## config.mk

```make
export PLATFORM = sky130hd
export DESIGN_NAME = imem_loader
export DESIGN_NICKNAME = d
export VERILOG_FILES = /design/src/rtl/imem_loader_pkg.sv /design/src/rtl/imem_loader_byte_packer.sv /design/src/rtl/imem_loader.sv
export SDC_FILE = /design/constraint.sdc
export NUM_CORES = 1
export LEC_CHECK = 0
export ABC_AREA = 0
export ABC_CLOCK_PERIOD_IN_PS = 4700
export BUFFER_PORTS_ARGS = -buffer_cell sky130_fd_sc_hd__buf_2
export CORE_MARGIN = 2
export CORE_UTILIZATION = 40
export CTS_CLUSTER_DIAMETER = 40
export CTS_CLUSTER_SIZE = 12
export DETAILED_ROUTE_END_ITERATION = 16
export GPL_ROUTABILITY_DRIVEN = 0
export SLEW_MARGIN = 10
export SYNTH_ARGS = -nofsm -noshare
export SYNTH_HDL_FRONTEND = slang
export SYNTH_SLANG_ARGS = --single-unit
```

## constraint.sdc

```tcl
create_clock -name clk_i -period 4.7 [get_ports clk_i]
set_input_delay 0.705 -clock clk_i [delete_from_list [all_inputs] [get_ports clk_i]]
set_output_delay 0.705 -clock clk_i [all_outputs]
set_load 0.005 [all_outputs]
```

## src/rtl/imem_loader_pkg.sv

```systemverilog
// Shared definitions for the instruction-memory loader.
//   state_e    : FSM encodings (Idle=0, Recv=1, Write=2, Chk=3, Done=4)
//   WordBytes  : bytes per instruction word
//   AddrStride : byte-address increment between consecutive words
package imem_loader_pkg;

  typedef enum logic [2:0] {
    StIdle  = 3'd0,
    StRecv  = 3'd1,
    StWrite = 3'd2,
    StChk   = 3'd3,
    StDone  = 3'd4
  } state_e;

  localparam int unsigned WordBytes  = 4;
  localparam logic [31:0] AddrStride = 32'h4;

endpackage

```

## src/rtl/imem_loader_byte_packer.sv

```systemverilog
// Packs a byte stream big-endian into 32-bit words.
//   clk_i, rst_ni : clock, async active-low reset
//   clear_i       : restart packing at byte index 0
//   byte_en_i     : a byte is accepted this cycle
//   byte_i        : accepted byte
//   data_o        : word under assembly (holds value between accepts)
//   word_full_o   : combinational pulse on acceptance of the last byte of a word
module imem_loader_byte_packer
  import imem_loader_pkg::*;
(
  input  logic        clk_i,
  input  logic        rst_ni,
  input  logic        clear_i,
  input  logic        byte_en_i,
  input  logic [7:0]  byte_i,
  output logic [31:0] data_o,
  output logic        word_full_o
);

  localparam logic [1:0] LastIdx = 2'(WordBytes - 1);

  logic [1:0]  idx_q, idx_d;
  logic [31:0] data_q, data_d;

  always_comb begin
    idx_d       = idx_q;
    data_d      = data_q;
    word_full_o = 1'b0;
    if (clear_i) begin
      idx_d = '0;
    end else if (byte_en_i) begin
      unique case (idx_q)
        2'd0: data_d[31:24] = byte_i;
        2'd1: data_d[23:16] = byte_i;
        2'd2: data_d[15:8]  = byte_i;
        2'd3: data_d[7:0]   = byte_i;
        default: ;
      endcase
      // Index wraps 3 -> 0 naturally in two bits.
      idx_d       = idx_q + 2'd1;
      word_full_o = (idx_q == LastIdx);
    end
  end

  always_ff @(posedge clk_i or negedge rst_ni) begin
    if (!rst_ni) begin
      idx_q  <= '0;
      data_q <= '0;
    end else begin
      idx_q  <= idx_d;
      data_q <= data_d;
    end
  end

  assign data_o = data_q;

endmodule

```

## src/rtl/imem_loader.sv

```systemverilog
// Instruction-memory loader: receives a byte stream, packs it into words and
// writes them to consecutive word addresses from BASE_ADDR, holding the core in
// reset until the image is loaded.
//   clk_i, rst_ni        : clock, async active-low reset
//   start_i              : load request (honoured only in Idle/Done)
//   word_count_i         : words to load, captured with start
//   byte_i/byte_valid_i  : stream input; byte_ready_o is the handshake back
//   wr_en_o/wr_addr_o/wr_data_o : memory write port, one strobe per word
//   cpu_hold_o           : keep the core in reset
//   busy_o, done_o       : load status
//   error_o              : checksum mismatch (0 unless checksum build)
// Build option: IMEM_LOADER_CHECKSUM_EN adds a trailing XOR checksum byte.
module imem_loader
  import imem_loader_pkg::*;
#(
  parameter logic [31:0] BASE_ADDR = 32'h0000_0000,
  parameter int unsigned CNT_W     = 10
) (
  input  logic             clk_i,
  input  logic             rst_ni,
  input  logic             start_i,
  input  logic [CNT_W-1:0] word_count_i,
  input  logic [7:0]       byte_i,
  input  logic             byte_valid_i,
  output logic             byte_ready_o,
  output logic             wr_en_o,
  output logic [31:0]      wr_addr_o,
  output logic [31:0]      wr_data_o,
  output logic             cpu_hold_o,
  output logic             busy_o,
  output logic             done_o,
  output logic             error_o
);

`ifdef IMEM_LOADER_CHECKSUM_EN
  localparam state_e StFinal = StChk;
`else
  localparam state_e StFinal = StDone;
`endif

  state_e           state_q, state_d;
  logic [CNT_W-1:0] count_q, count_d;
  logic [CNT_W-1:0] idx_q, idx_d;
  logic [CNT_W-1:0] idx_inc;
  logic [31:0]      addr_q, addr_d;
  logic             start_acc;
  logic             recv_acc;
  logic             word_full;

  assign start_acc = start_i && ((state_q == StIdle) || (state_q == StDone));
  assign recv_acc  = byte_valid_i && (state_q == StRecv);
  assign idx_inc   = idx_q + {{(CNT_W-1){1'b0}}, 1'b1};

  imem_loader_byte_packer u_packer (
    .clk_i       (clk_i),
    .rst_ni      (rst_ni),
    .clear_i     (start_acc),
    .byte_en_i   (recv_acc),
    .byte_i      (byte_i),
    .data_o      (wr_data_o),
    .word_full_o (word_full)
  );

`ifdef IMEM_LOADER_CHECKSUM_EN
  logic       err_q, err_d;
  logic [7:0] xor_q, xor_d;
`endif

  always_comb begin
    state_d = state_q;
    count_d = count_q;
    idx_d   = idx_q;
    addr_d  = addr_q;
`ifdef IMEM_LOADER_CHECKSUM_EN
    err_d   = err_q;
    xor_d   = xor_q;
`endif
    unique case (state_q)
      StIdle, StDone: begin
        if (start_acc) begin
          count_d = word_count_i;
          idx_d   = '0;
          addr_d  = BASE_ADDR;
`ifdef IMEM_LOADER_CHECKSUM_EN
          err_d   = 1'b0;
          xor_d   = 8'h00;
`endif
          state_d = (word_count_i == '0) ? StFinal : StRecv;
        end
      end
      StRecv: begin
`ifdef IMEM_LOADER_CHECKSUM_EN
        if (recv_acc) xor_d = xor_q ^ byte_i;
`endif
        if (word_full) state_d = StWrite;
      end
      StWrite: begin
        // addr_q always tracks BASE_ADDR + 4*idx_q; advance both together.
        idx_d   = idx_inc;
        addr_d  = addr_q + AddrStride;
        state_d = (idx_inc == count_q) ? StFinal : StRecv;
      end
`ifdef IMEM_LOADER_CHECKSUM_EN
      StChk: begin
        if (byte_valid_i) begin
          err_d   = (byte_i != xor_q);
          state_d = StDone;
        end
      end
`endif
      default: state_d = StIdle;
    endcase
  end

  always_ff @(posedge clk_i or negedge rst_ni) begin
    if (!rst_ni) begin
      state_q <= StIdle;
      count_q <= '0;
      idx_q   <= '0;
      addr_q  <= BASE_ADDR;
    end else begin
      state_q <= state_d;
      count_q <= count_d;
      idx_q   <= idx_d;
      addr_q  <= addr_d;
    end
  end

`ifdef IMEM_LOADER_CHECKSUM_EN
  always_ff @(posedge clk_i or negedge rst_ni) begin
    if (!rst_ni) begin
      err_q <= 1'b0;
      xor_q <= 8'h00;
    end else begin
      err_q <= err_d;
      xor_q <= xor_d;
    end
  end

  assign byte_ready_o = (state_q == StRecv) || (state_q == StChk);
  assign error_o      = err_q;
  // A failed checksum keeps the core held even though the load is done.
  assign cpu_hold_o   = (state_q != StDone) || err_q;
`else
  assign byte_ready_o = (state_q == StRecv);
  assign error_o      = 1'b0;
  assign cpu_hold_o   = (state_q != StDone);
`endif

  assign wr_en_o   = (state_q == StWrite);
  assign wr_addr_o = addr_q;
  assign busy_o    = (state_q == StRecv) || (state_q == StWrite) || (state_q == StChk);
  assign done_o    = (state_q == StDone);

endmodule

```

**Yosys cells after proc, flatten, opt, wreduce, memory -nomap -nowiden**

Cells that the tools add are included.
W data, S select, Z words.

- $add $sub $neg: 3
- Equality and inequality tests: 11
- Muxes and demuxes: 13
- Bitwise gates (word level): 1
- Reduce and logical (&&, ||, !) cells: 18

Operator list:

| cell | count |
|---|---|
| $pmux W32 S2 | 1 |
| $add A32 B3 Y32 const B | 1 |
| $mux W32 | 1 |
| $pmux W10 S2 | 1 |
| $mux W3 | 4 |
| $reduce_and A3 Y1 | 4 |
| $add A10 B1 Y10 const B | 1 |
| $eq A10 B10 Y1 | 1 |
| $logic_not A10 Y1 | 1 |
| $mux W10 | 1 |
| $pmux W3 S3 | 1 |
| $eq A3 B2 Y1 const B | 2 |
| $reduce_and A2 Y1 | 3 |
| $eq A2 B2 Y1 const B | 2 |
| $mux W2 | 2 |
| $reduce_bool A2 Y1 | 2 |
| $eq A3 B1 Y1 const B | 1 |
| $eq A3 B3 Y1 const B | 1 |
| $logic_not A3 Y1 | 1 |
| $logic_or A1 B1 Y1 | 3 |
| $ne A3 B3 Y1 const B | 1 |
| $add A2 B1 Y2 const B | 1 |
| $eq A2 B1 Y1 const B | 1 |
| $logic_and A1 B1 Y1 | 2 |
| other kinds (6) | 7 |

- Bits in registers: 89
- Bits of input ports: 22
- Output and inout bits: 70
- Logic and storage cells: 55

**Depth between registers and ports, before layout**

Gate-level depths: netlist of run 1.

- Word-level depth: 6
- Mapped depth: 7
- Mapped depth without buffers: 6

**Cells and area by module**

Synthesis of run 1 repeated with hierarchy kept, for this count alone.

- Cell total of the unflattened synthesis: 371
- Area, all modules: 4152.7 um^2

By module, submodules not included:

| module | times used | cells each | area each (um^2) | sequential area each (um^2) |
|---|---|---|---|---|
| imem_loader | 1 | 289 | 2762.6 | 1326.3 |
| imem_loader_byte_packer | 1 | 82 | 1390.1 | 850.8 |

**Least setup slack after synthesis of run 1**

Ideal clock, no wire load.

- Path kind: register -> output
- From: reg state_q[2]
- To: out wr_en_o
- Arrival time: 1346 ps
- Data required time: 3995 ps
- Path slack: 2649 ps
- Stages on the path, launching flop included: 6
- Buffers on the path: 3
- Path through: dfrtp_1 or3b_1 buf_6 inv_2 buf_2 buf_2

- Word-level cells in the longest chain between the ends: 1

Ends and longest elaborated chain:

| what | RTL line | text |
|---|---|---|
| from (decl) | imem_loader.sv:41 | `state_e state_q, state_d;` |
| from (signal assigned) | imem_loader.sv:117 | `state_q <= StIdle;` |
| from (signal assigned) | imem_loader.sv:122 | `state_q <= state_d;` |
| $eq A3 B2 Y1 | imem_loader.sv:150 | `assign wr_en_o = (state_q == StWrite);` |
| to (decl) | imem_loader.sv:26 | `output logic wr_en_o,` |

No other way between the ends.

**Worst setup path after layout of run 1**

Same ends and word-level chain as after synthesis.

==> impl_metrics.env, run 1 <==
export IMPL_synthCells=393
export IMPL_syn_avg_cell_area_um2=11.0
export IMPL_maxSlewViolCount=0
export IMPL_dieArea_um2=11600
export IMPL_cts_setup_buffers=0
export IMPL_die_width_um=108
export IMPL_postCtsResizedCells=0
export IMPL_period_needed_ns=3.00
export IMPL_overflow=0
export IMPL_place_detailed_hpwl_um=6690
export IMPL_ff2ff_setup_slack_ns=2.10
export IMPL_path_class="reg2out"
export IMPL_hold_buffers=0
export IMPL_drive_above_1_share_pct=34.0
export IMPL_n_fill_cell=992
export IMPL_timing_rr_end="wr_addr_o[16]"
export IMPL_crit_arrival_ns=2.30
export IMPL_ff_latch_area_um2=2180
export IMPL_drt_iter0_drc=199
export IMPL_fin_setup_tns_ns=0
export IMPL_max_freq_mhz=333
export IMPL_seq_area_frac_synth_pct=50.5
export IMPL_synth_ff_type="dfrtp_1"
export IMPL_grt_usage_pct=17.4
export IMPL_worstMarginPinSlew_ns=1.09
export IMPL_crit_required_ns=3.99
export IMPL_fp_row_count=37
export IMPL_hold_path_class="in2async"
export IMPL_nNetsFinal=503
export IMPL_fin_crit_sh_pct=63.9
export IMPL_diodes=0
export IMPL_cp_end_kind="primary output"
export IMPL_cap_violations=0
export IMPL_ys_top_cells_by_area="dfrtp_1 51%, mux2_2 11%, o21ai_0 4.6%, nand2_1 3.1%, o31ai_1 2.4%"
export IMPL_peakVddDrop_uv=238
export IMPL_grt_pass1_vias=3168
export IMPL_cts_tree="done"
export IMPL_total_power_uw=2300
export IMPL_die_y_um=108
export IMPL_ant_nets=0
export IMPL_power_share_clock_pct=22.3
export IMPL_ys_types=51
export IMPL_slew_limit_headroom_pct=26.9
export IMPL_synth_top_area_share_pct=50.5
export IMPL_crit_path_start="state_q[2]"
export IMPL_grt_max_degree=48
export IMPL_synth_edff_count=0
export IMPL_antenna_found_initial=0
export IMPL_cts_buffer_depth=2
export IMPL_cts_made_buffers=9
export IMPL_power_density_nw_per_um2=459
export IMPL_critical_path_max_fanout=26
export IMPL_netlist_area_um2=4310
export IMPL_start_util_pct=41.4
export IMPL_yosysWarnings=0
export IMPL_pwr_share_comb_pct=30.0
export IMPL_leakage_uw=0.00233
export IMPL_p_sw_share_pct=33.1
export IMPL_firstDrtPassIters=4
export IMPL_fin_worst_skew_ns=0.0142
export IMPL_power_internal_uw=1540
export IMPL_final_hold_violation_count=0
export IMPL_clkLatencyLatePin_ns=0.36
export IMPL_via_per_inst=5.34
export IMPL_clock_sinks=87
export IMPL_yosys_area_top_type="dfrtp_1"
export IMPL_drc_errors=0
export IMPL_core_area_um2=10400
export IMPL_sequentialPowerShare_pct=47.6
export IMPL_critPathLaunchType="register"
export IMPL_endpoint="wr_en_o"
export IMPL_via_count=3289
export IMPL_reg2regPathDepth=6
export IMPL_grt_pass1_wl_um=16000
export IMPL_area_delta_synth_final_pct=16.3
export IMPL_finalSetupViolCount=0
export IMPL_clockRootBuffer="clkbuf_8"
export IMPL_status="completed"
export IMPL_io_buffers=88
export IMPL_r2r_start="state_q[2]"
export IMPL_ys_ff_latch=87
export IMPL_multiInputGateArea_um2=1970
export IMPL_async_reset_ff_share_pct=100
export IMPL_p_sw_uw=762
export IMPL_rsz0062_at_grt="false"
export IMPL_clk_pin_slew_worst_paths_ns=0.10
export IMPL_routed_wl_um=9460
export IMPL_io_pins=92
export IMPL_htree_levels=3
export IMPL_wl_per_cell_um=15.3
[worst min path at each step]
stage,start,endpoint,slack [ns],cells past startpoint
after global routing,rst_ni,wr_addr_o[13],0.35,1
after CTS,rst_ni,wr_addr_o[12],0.34,1
after detailed placement,u_packer.data_o[31],u_packer.data_o[31],0.49,1
after global placement,wr_addr_o[31],wr_addr_o[31],0.47,1
after floorplan,rst_ni,count_q[0],0.41,0
final,rst_ni,wr_addr_o[11],0.32,1
[critical path, stage by stage (launching register included)]
cell,delay [ns]
dfrtp_1,0.42
or3b_1,0.79
inv_2,0.53
buf_2,0.20
[power by group through the flow]
| stage | clock network, uW | logic (uW) | registers, uW |
|---|---|---|---|
| 6_report | 514 | 692 | 1100 |
| 5_1_grt | 573 | 777 | 1130 |
| 4_1_cts | 535 | 709 | 1100 |
| 3_5_place_dp | 0 | 709 | 1110 |
| 3_3_place_gp | 0 | 689 | 1100 |
| 2_1_floorplan | 0 | 427 | 1100 |
[synth_stat cells, types with 2 or more instances]
cell type	count
dfrtp_1	87
mux2_2	43
o21ai_0	40
nand2_1	36
nor2_1	15
o31ai_1	14
nand4_1	13
nand3_1	12
inv_1	11
o211ai_1	10
mux2i_1	9
a21oi_1	8
clkbuf_1	7
xnor2_1	7
a31oi_1	6
ha_1	6
nor3_1	6
xor2_1	6
and3_1	4
buf_2	4
nor2b_1	4
a22o_1	3
and4_1	3
buf_4	3
buf_6	3
nor4_1	3
and2_1	2
buf_1	2
nand3_2	2
nand4_2	2
o22ai_1	2
[registers in the layout, summed over array words and instances, names as in the netlist]
signal and cells:
count_q 10, idx_q 10, state_q 3, u_packer.idx_q 2
u_packer.data_o 32, wr_addr_o 30
[routing by layer]
layer / share of wire, % / global-route usage, % / vias to the layer above
met5: 0 / 0 / -
met4: 0.52 / 5.86 / 0
met3: 5.3 / 3.21 / 4
met2: 48 / 27.9 / 81
met1: 46 / 23.9 / 1603
li1: - / - / 1601
[through the flow]
stage                     worst slack [ns]  std cells  utilization, %  hold WS [ns]  cell area [um^2]
after CTS                             1.70        616            48.1         0.337              5010
final                                 1.70        616            48.1         0.322              5010
after detailed placement              2.10        600            46.2         0.488              4820
after global routing                  1.56        616            48.1         0.352              5010
after floorplan                       2.65        395               -         0.409              4320
after global placement                2.12        600            46.2         0.470              4820
[final cells by class]
type / count / area share, %
multi-input combinational: 275 / 39.2
tap: 136 / 3.39
timing repair buffer: 90 / 9.13
clock buffer: 9 / 2.47
inverter: 12 / 0.898
clock inverter: 7 / 1.45
sequential: 87 / 43.4
[cells in the final DEF (no fill, tap or decap), types with 3 or more instances in the layout]
| cell | count |
|---|---|
| dfrtp_1 | 87 |
| buf_2 | 87 |
| mux2_2 | 43 |
| o21ai_0 | 40 |
| nand2_1 | 36 |
| nor2_1 | 15 |
| o31ai_1 | 14 |
| nand4_1 | 13 |
| nand3_1 | 12 |
| inv_1 | 11 |
| o211ai_1 | 10 |
| mux2i_1 | 9 |
| clkbuf_8 | 9 |
| a21oi_1 | 8 |
| xnor2_1 | 7 |
| xor2_1 | 6 |
| nor3_1 | 6 |
| a31oi_1 | 6 |
| ha_1 | 6 |
| nor2b_1 | 4 |
| and3_1 | 4 |
| nor4_1 | 3 |
| and4_1 | 3 |
| a22o_1 | 3 |
| conb_1 | 3 |
| inv_6 | 3 |
| buf_4 | 3 |
[cells by family (layout without fill, tap and decap cells)]
logic type	count (synthesis)	count (layout)	synth area share, %
xor gates and xnor gates	13	13	2.64
muxes	52	52	13.3
AOI/OAI and AO/OA	86	86	12.2
buffers and inverters	33	118	4.03
DFF	87	87	50.5
adders and majority gates	6	6	1.74
other	1	3	0.0870
and+or+nand+nor	115	115	15.5
No activity file was read; power rests on OpenSTA's default activity.
==> run 2: changes to the inputs <==
--- a/config.mk
+++ b/config.mk
@@ -6,7 +6,7 @@
 export NUM_CORES = 1
 export LEC_CHECK = 0
 export ABC_AREA = 0
-export ABC_CLOCK_PERIOD_IN_PS = 4700
+export ABC_CLOCK_PERIOD_IN_PS = 2500
 export BUFFER_PORTS_ARGS = -buffer_cell sky130_fd_sc_hd__buf_2
 export CORE_MARGIN = 2
 export CORE_UTILIZATION = 40
==> constraint.sdc (replaced) <==
create_clock -name clk_i -period 2.5 [get_ports clk_i]
set_input_delay 0.375 -clock clk_i [delete_from_list [all_inputs] [get_ports clk_i]]
set_output_delay 0.375 -clock clk_i [all_outputs]
set_load 0.005 [all_outputs]
==> run 2 against run 1 <==
- the run now ends with hold timing left
- largest cell class unchanged
- global-route usage down 0.12 points
- clock power up 98%
- utilization up 0.55 points
- worst hold slack worse by 0.34 ns
==> impl_metrics.env, run 2 (same netlist as run 1, synthesis figures left out) <==
export IMPL_reg2regPathDepth=6
export IMPL_die_y_um=108
export IMPL_status="complete, but fails checks"
export IMPL_die_width_um=108
export IMPL_grt_max_degree=48
export IMPL_fp_row_count=37
export IMPL_via_count=3340
export IMPL_fin_setup_tns_ns=0
export IMPL_multiInputGateArea_um2=1970
export IMPL_clock_sinks=87
export IMPL_cap_violations=0
export IMPL_io_pins=92
export IMPL_cp_slowest_cell="or3b_1"
export IMPL_place_detailed_hpwl_um=6890
export IMPL_clockRootBuffer="clkbuf_8"
export IMPL_maxSlewViolCount=0
export IMPL_critPathLaunchType="register"
export IMPL_rsz0062_at_grt="false"
export IMPL_drc_errors=0
export IMPL_worstMarginPinSlew_ns=0.606
export IMPL_fin_worst_skew_ns=0.0125
export IMPL_start_util_pct=41.4
export IMPL_nNetsFinal=508
export IMPL_hold_path_class="in2async"
export IMPL_drive_above_1_share_pct=34.6
export IMPL_core_area_um2=10400
export IMPL_cp_cell_sequence="or3b_1 > inv_2 > buf_4 > buf_2"
export IMPL_power_share_clock_pct=23.1
export IMPL_pwr_share_comb_pct=30.3
export IMPL_overflow=0
export IMPL_final_hold_violation_count=6
export IMPL_cp_end_kind="primary output"
export IMPL_fin_area_um2=5070
export IMPL_firstDrtPassIters=5
export IMPL_grt_usage_pct=17.3
export IMPL_critical_path_max_fanout=14
export IMPL_cts_buffer_depth=2
export IMPL_cts_made_buffers=9
export IMPL_diodes=0
export IMPL_routed_wl_um=9650
export IMPL_dieArea_um2=11600
export IMPL_cts_setup_buffers=0
export IMPL_p_sw_share_pct=32.2
export IMPL_ant_nets=0
export IMPL_p_sw_uw=1420
export IMPL_sequentialPowerShare_pct=46.6
export IMPL_path_class="reg2out"
export IMPL_largest_reg_flops=32
export IMPL_htree_levels=3
export IMPL_cpPeakStageDelay_ns=0.49
export IMPL_postCtsResizedCells=0
export IMPL_hold_buffers=0
export IMPL_fin_crit_sh_pct=90.8
export IMPL_whs_ns=-0.0150
export IMPL_cts_tree="done"
export IMPL_grt_pass1_wl_um=15900
export IMPL_crit_required_ns=2.12
export IMPL_setup_ws_ns=0.229
export IMPL_ff_latch_area_um2=2180
export IMPL_via_per_inst=5.38
export IMPL_area_delta_synth_final_pct=17.6
export IMPL_crit_arrival_ns=1.90
export IMPL_io_buffers=88
export IMPL_placed_area_um2=4870
export IMPL_n_fill_cell=982
export IMPL_fin_util_pct=48.7
export IMPL_slew_limit_headroom_pct=59.2
export IMPL_power_internal_uw=2990
export IMPL_period_needed_ns=2.27
export IMPL_drt_iter0_drc=139
export IMPL_clk_pin_slew_worst_paths_ns=0.10
export IMPL_clkLatencyLatePin_ns=0.36
export IMPL_most_common_layout_cells="87 x dfrtp_1, 87 x buf_2, 43 x mux2_2"
export IMPL_place_ws_ns=0.433
export IMPL_leakage_uw=0.00235
export IMPL_power_density_nw_per_um2=869
export IMPL_finalSetupViolCount=0
export IMPL_grt_pass1_vias=3194
export IMPL_max_freq_mhz=440
export IMPL_antenna_found_initial=0
export IMPL_peakVddDrop_uv=416
export IMPL_wl_per_cell_um=15.5
export IMPL_failed_checks="hold timing"
-- run 2: cell types whose count changed in the layout (fill, tap and decap cells not counted), sizes merged --
cell	before	now
bufinv	0	1
buf	90	95
clkinv	1	2
clkinvlp	1	2
inv	17	14
-- run 2: worst paths after layout --
| check | startpoint | to | slack [ns] |
|---|---|---|---|
| worst max register to register | idx_q[0] | state_q[0] | 0.42 |
| worst min register to register | wr_addr_o[26] | wr_addr_o[26] | 0.50 |
| worst max-delay path | state_q[2] | wr_en_o | 0.23 |
| max in group asynchronous | rst_ni | u_packer.data_o[12] | 1.87 |
| min in group clk_i | word_count_i[5] | count_q[5] | 0.27 |
| worst min-delay path | rst_ni | wr_addr_o[11] | -0.01 |
-- run 2: through the flow --
stage	total power, uW	std cells
2_1_floorplan	2870	395
3_3_place_gp	3390	605
3_5_place_dp	3430	605
5_1_grt	4690	621
6_report	4400	621
4_1_cts	4460	621
-- run 2: area by class of cell --
type                            instances  share of cell area [%]
Inverter                               12                   0.888
Tap cell                              136                    3.36
Clock inverter                          7                    1.58
Timing Repair Buffer                   95                    10.0
Clock buffer                            9                    2.44
Sequential cell                        87                    42.9
Multi-Input combinational cell        275                    38.8
-- run 2: power by group through the flow --
stage / clock network (uW) / registers (uW) / logic [uW]
final: 1020 / 2050 / 1330
after global routing: 1110 / 2100 / 1480
after CTS: 1060 / 2050 / 1350
after detailed placement: 0 / 2080 / 1350
after global placement: 0 / 2060 / 1320
after floorplan: 0 / 2060 / 803
-- run 2: critical path, delay by kind of cell, from the launching register on --
family,cells,cell delay (ns)
flip-flops,1,0.43
buffers and inverters,3,0.63
AND/OR/NAND/NOR,1,0.49
-- run 2: per-layer routing --
layer	vias up	routed length, um	GRT usage, %
li1	1611	-	-
met1	1605	4500	24.3
met2	109	4460	26.5
met3	15	549	4.00
met4	0	146	5.77
met5	-	0	0
